$ cat config.mk
export PLATFORM = sky130hd
export DESIGN_NAME = factorial_engine
export DESIGN_NICKNAME = d
export VERILOG_FILES = /design/src/rtl/factorial_engine.sv
export SDC_FILE = /design/constraint.sdc
export NUM_CORES = 1
export LEC_CHECK = 0
export CAP_MARGIN = 15
export CORE_AREA = 2 2 91 93
export CTS_BUF_LIST = sky130_fd_sc_hd__clkbuf_2 sky130_fd_sc_hd__clkbuf_4 sky130_fd_sc_hd__clkbuf_8
export CTS_CLUSTER_DIAMETER = 200
export DETAILED_ROUTE_END_ITERATION = 6
export DIE_AREA = 0 0 93 95
export HOLD_SLACK_MARGIN = 0.05
export MAX_ROUTING_LAYER = met4
export PLACE_DENSITY_LB_ADDON = 0.08
export SETUP_SLACK_MARGIN = 0.2
export SLEW_MARGIN = 20
export SYNTH_ARGS = -nofsm -noshare
export SYNTH_HDL_FRONTEND = slang
export SYNTH_SLANG_ARGS = --single-unit
$ cat constraint.sdc
create_clock -name clk -period 11.8 [get_ports clk]
set_input_delay 3.54 -clock clk [delete_from_list [all_inputs] [get_ports clk]]
set_output_delay 3.54 -clock clk [all_outputs]
set_load 0.02 [all_outputs]
$ cat src/rtl/factorial_engine.sv
// factorial_engine
// Multi-cycle n! unit: one multiply per clock, busy/done handshake,
// sticky overflow flag. Optional saturation via macro FACT_SATURATE_EN:
// when defined, the accumulator pins to all-ones once overflow occurs;
// otherwise the result wraps modulo 2^R_W. R_W must be >= N_W.
module factorial_engine #(
    parameter int N_W = 4,
    parameter int R_W = 16
) (
    input  logic           clk,
    input  logic           reset_n,
    input  logic           start,
    input  logic [N_W-1:0] n_in,
    output logic           busy,
    output logic           done,
    output logic [R_W-1:0] result,
    output logic           overflow
);

    typedef enum logic [1:0] {
        S_IDLE = 2'd0,
        S_MUL  = 2'd1,
        S_DONE = 2'd2
    } state_t;

    state_t r_state;
    state_t w_nextState;

    logic [N_W-1:0]     r_cnt;
    logic [R_W-1:0]     r_acc;
    logic               r_ovf;
    logic [R_W-1:0]     r_result;
    logic               r_overflow;

    logic [R_W+N_W-1:0] w_product;
    logic               w_prodHigh;
    logic               w_ovfNext;
    logic [R_W-1:0]     w_accNext;
    logic               w_cntAbove1;

    // Full-width product so no carry out of the accumulator is lost.
    assign w_product   = {{N_W{1'b0}}, r_acc} * {{R_W{1'b0}}, r_cnt};
    assign w_prodHigh  = (w_product[R_W+N_W-1:R_W] != '0);
    assign w_ovfNext   = r_ovf | w_prodHigh;
    assign w_cntAbove1 = (r_cnt > N_W'(1));

`ifdef FACT_SATURATE_EN
    // Once overflow is seen, pin the accumulator to all-ones for the rest of the run.
    assign w_accNext = w_ovfNext ? '1 : w_product[R_W-1:0];
`else
    // Keep the low R_W bits, giving n! modulo 2^R_W.
    assign w_accNext = w_product[R_W-1:0];
`endif

    // State register.
    always_ff @(posedge clk or negedge reset_n) begin
        if (!reset_n) begin
            r_state <= S_IDLE;
        end else begin
            r_state <= w_nextState;
        end
    end

    // Next-state logic: accept in IDLE, iterate in MUL until cnt <= 1, single-cycle DONE.
    always_comb begin
        w_nextState = r_state;
        case (r_state)
            S_IDLE: begin
                if (start) begin
                    w_nextState = S_MUL;
                end
            end
            S_MUL: begin
                if (!w_cntAbove1) begin
                    w_nextState = S_DONE;
                end
            end
            S_DONE: begin
                w_nextState = S_IDLE;
            end
            default: begin
                w_nextState = S_IDLE;
            end
        endcase
    end

    // Datapath: load operand on accept, multiply-and-count in MUL, publish on entry to DONE.
    always_ff @(posedge clk or negedge reset_n) begin
        if (!reset_n) begin
            r_cnt      <= '0;
            r_acc      <= '0;
            r_ovf      <= 1'b0;
            r_result   <= '0;
            r_overflow <= 1'b0;
        end else begin
            case (r_state)
                S_IDLE: begin
                    if (start) begin
                        r_cnt <= n_in;
                        r_acc <= R_W'(1);
                        r_ovf <= 1'b0;
                    end
                end
                S_MUL: begin
                    if (w_cntAbove1) begin
                        r_acc <= w_accNext;
                        r_cnt <= r_cnt - N_W'(1);
                        r_ovf <= w_ovfNext;
                    end else begin
                        r_result   <= r_acc;
                        r_overflow <= r_ovf;
                    end
                end
                default: begin
                end
            endcase
        end
    end

    assign busy     = (r_state != S_IDLE);
    assign done     = (r_state == S_DONE);
    assign result   = r_result;
    assign overflow = r_overflow;

endmodule

==> out/summary.log <==
[run_status] result of the run finished clean
[routing] first-pass iteration count of the detailed router 4
[synth] sequential cell area fraction in the yosys report 0.271
[sta] number of max-slew violations in the final report 0
[synth] YS warnings 0
[synth] total of flip-flops plus latches after synthesis 40
[synth] post-synth top area share 0.271
[global_routing] global-route usage over all layers 0.219
[synth] async set or reset register ratio after synthesis 1.00
[critical_path] worst reg-to-reg path cell count 11
[routing] DRC marker count from the first detailed-route iteration 144
[global_routing] number of global-route vias before repair 2,973
[job] total of max-cap violations 0
[cts] clock tree from TritonCTS done
[floorplanning] die width 93 um
[synth] number of nets in the synthesized netlist 503
[cts] Skew-Pair Late Insertion Delay 0.29 ns
[synth] Mapped Avg Cell Area 8.35 sq um
[critical_path] standard cell with the maximum stage delay on the critical path sky130_fd_sc_hd__clkdlybuf4s50_1
[critical_path] worst flop-to-flop path startpoint r_cnt[2]
[critical_path] kind of critical path reg2out
[layout] fraction of layout cells with a size suffix above 1 0.0241
[routing] total DRC errors in the routed layout 0
[critical_path] worst setup slack for register-to-register paths 7.53 ns
[routing] Detailed Route WL 8520 um
[placed_design] PortBufs 25
[global_routing] GRT Residual Overflow 0
[floorplanning] number of primary I/O pins 26
[critical_path] startpoint class of the critical path flop
[synth] largest cells by area after synthesis sky130_fd_sc_hd__dfrtp_1, sky130_fd_sc_hd__fa_1, sky130_fd_sc_hd__nand2_1, sky130_fd_sc_hd__ha_1, sky130_fd_sc_hd__and2_1
[routing] number of vias per cell after detailed routing 5.36
[synth] number of enable flip-flop cells after synthesis 0
[power] Leakage Power 0.00204 uW
[critical_path] Critical Path Max Stage Delay 0.54 ns
[global_routing] initial antenna violation count 0
[sta] Clock Skews 0.00843 ns
[critical_path] required time of the worst setup path 8.26 ns
[worst_hold_path] Hold Path Stages 2
[sta] Max Clock Freq 199 MHz
[critical_path] ordered list of cells on the worst path nor2_1, inv_1, clkdlybuf4s50_1
[power] worst vdd ir 0.000133 V
[floorplanning] die footprint 8840 sq um
[critical_path] capture instance of the worst register-to-register path r_ovf
[synth] cell area after synthesis 3690 sq um
[placed_design] Final Wtd Congestion 0.908
[sta] unrepaired setup endpoints after global routing false
[floorplanning] die height 95 um
[critical_path] maximum fanout encountered on the critical timing path 4
[routing] number of vias after detailed routing 3,005
[cts] number of buffers inserted for hold repair after clock tree synthesis 0
[cts] CTS-repair resized insts 0
[critical_path] Worst EP arrival 1.47 ns
[worst_hold_path] worst min-delay path endpoint result[4]
[layout] filler cell count 805
[sta] ratio of final minimum period to clock period 0.425
[cts] clock tree sinks 40
[synth] post-synthesis cell type count 48
[sta] final worst path period need 5.01 ns
[power] power density over cell area 243 nW/um^2
[sta] count of endpoints failing hold in the final timing report 0
[global_routing] wire length of the first global-routing pass 14,800 um
[cts] root buf cell sky130_fd_sc_hd__clkbuf_8
[synth] dominant synthesized flop cell sky130_fd_sc_hd__dfrtp_1
[layout] Area Overhead vs Synth 10.5%
[routing] number of nets with antenna violations after routing 0
[routing] final routed wire length divided by cell count 15.2 um
[sta] Setup Total Neg Slack 0 ns
[cts] number of clock buffers inserted by TritonCTS 5
[cts] post-CTS setup buffer count 0
[synth] largest area contributor in the synthesized netlist sky130_fd_sc_hd__dfrtp_1
[layout] final std cells w/o fill 561
[placed_design] Post-Place Cells 554
[floorplanning] area of the placeable core 7930 sq um
[cts] H-tree depth 2
[layout] footprint of the multi-input gates 2410 sq um
[layout] Total Nets Final 517
[critical_path] Worst Setup End Kind primary output
[sta] Final Setup Violations 0
[layout] total area of sequential cells 1000 sq um
[global_routing] largest net degree at the start of global routing 41
[cts] clock input transition at the sequential cells of the worst setup and hold paths 0.08 ns
[synth] number of instances in the synthesized netlist 442
[placed_design] HPWL Detailed 6200 um
[worst_hold_path] startpoint of the tightest hold check path result[4]
[sta] transition time at the pin with the least slew margin 0.941 ns
[layout] diode insertion count for antenna repair 0
[floorplanning] num rows 33
[cts] worst-case clock buffer depth 2
[floorplanning] initial core utilization 0.465
[worst_hold_path] Worst Hold Class reg2reg
[sta] Max transition margin 0.373
==> cell families after synthesis <==
logic type                 count (synthesis)  synth area share
adders and majority gates                 54             0.240
and+or+nand+nor                          176             0.227
DFF                                       40             0.271
AOI/OAI and AO/OA                         88             0.156
buffers and inverters                     72            0.0763
muxes                                      1           0.00305
xor gates and xnor gates                  11            0.0261
==> placed cells by master (no fill, tap or decap), types with 13 or more instances in the layout <==
master	synthesis	final
sky130_fd_sc_hd__a21oi_1	13	13
sky130_fd_sc_hd__nand2_1	89	89
sky130_fd_sc_hd__inv_1	52	52
sky130_fd_sc_hd__ha_1	26	26
sky130_fd_sc_hd__and2_1	44	44
sky130_fd_sc_hd__fa_1	28	28
sky130_fd_sc_hd__o21ai_0	25	25
sky130_fd_sc_hd__clkdlybuf4s50_1	0	24
sky130_fd_sc_hd__dfrtp_1	40	40
sky130_fd_sc_hd__nand3_1	15	15
==> layout make-up <==
class                   instances  share of cell area
clock inverters                 2             0.00307
flip-flops and latches         40               0.246
multi-input cells             330               0.591
clock buffers                   5              0.0169
well taps                     105              0.0322
inverters                      53              0.0488
repair buffers                 26              0.0620
==> metal layers <==
metal	vias to the layer above	wire length (um)	GRT usage	share of wire
met5	-	0	-	0
met4	0	67	0.0392	0.0079
met1	1451	4240	0.304	0.50
met2	63	3950	0.344	0.46
li1	1483	-	-	-
met3	8	265	0.0375	0.031
==> worst max-delay path: cells and delay by family (launching register included) <==
family / cells / cell delay (ns)
and+or+nand+nor: 1 / 0.17
buffers and inverters: 2 / 0.61
DFF: 1 / 0.41
==> power by group <==
part | internal [uW] | switching, uW | leakage, uW
clock | 40.1 | 49.5 | 0.0000400
sequential | 188 | 90.3 | 0.000520
combinational | 253 | 370 | 0.00148
total | 482 | 509 | 0.00204
==> how the worst max path moves through the flow <==
stage	startpoint	to	slack (ns)
CTS	r_state[0]	busy	6.77
finish	r_state[0]	busy	6.79
global route	r_state[0]	busy	6.72
floorplan	start	r_ovf	7.48
detailed placement	start	r_ovf	6.59
global placement	start	r_ovf	6.61
==> synthesized netlist by cell type, types with 4 or more instances <==
| cell | n |
|---|---|
| sky130_fd_sc_hd__xnor2_1 | 6 |
| sky130_fd_sc_hd__dfrtp_1 | 40 |
| sky130_fd_sc_hd__nand3_1 | 15 |
| sky130_fd_sc_hd__fa_1 | 28 |
| sky130_fd_sc_hd__a21o_1 | 6 |
| sky130_fd_sc_hd__inv_1 | 52 |
| sky130_fd_sc_hd__ha_1 | 26 |
| sky130_fd_sc_hd__xor2_1 | 5 |
| sky130_fd_sc_hd__nor2b_1 | 4 |
| sky130_fd_sc_hd__a31oi_1 | 4 |
| sky130_fd_sc_hd__o21a_1 | 6 |
| sky130_fd_sc_hd__and2_1 | 44 |
| sky130_fd_sc_hd__o21ai_0 | 25 |
| sky130_fd_sc_hd__a211oi_1 | 6 |
| sky130_fd_sc_hd__a21oi_1 | 13 |
| sky130_fd_sc_hd__nor2_1 | 11 |
| sky130_fd_sc_hd__o211ai_1 | 4 |
| sky130_fd_sc_hd__clkbuf_1 | 14 |
| sky130_fd_sc_hd__nand2_1 | 89 |
==> stage by stage <==
step | hold WS (ns) | util | cell area (sq um) | worst slack (ns) | power [uW]
after floorplan | 0.482 | - | 3690 | 7.48 | 722
after global placement | 0.456 | 0.504 | 4000 | 6.61 | 889
after detailed placement | 0.462 | 0.504 | 4000 | 6.59 | 903
after CTS | 0.483 | 0.514 | 4080 | 6.77 | 996
after global routing | 0.499 | 0.514 | 4080 | 6.72 | 1100
final | 0.475 | 0.514 | 4080 | 6.79 | 991
==> flip-flops by register name (all words and copies together) (netlist names) <==
register,cells
r_acc,16
r_ovf,1
r_state,2
overflow,1
result,16
r_cnt,4
Note: power is estimated with default switching activity, not from simulation.
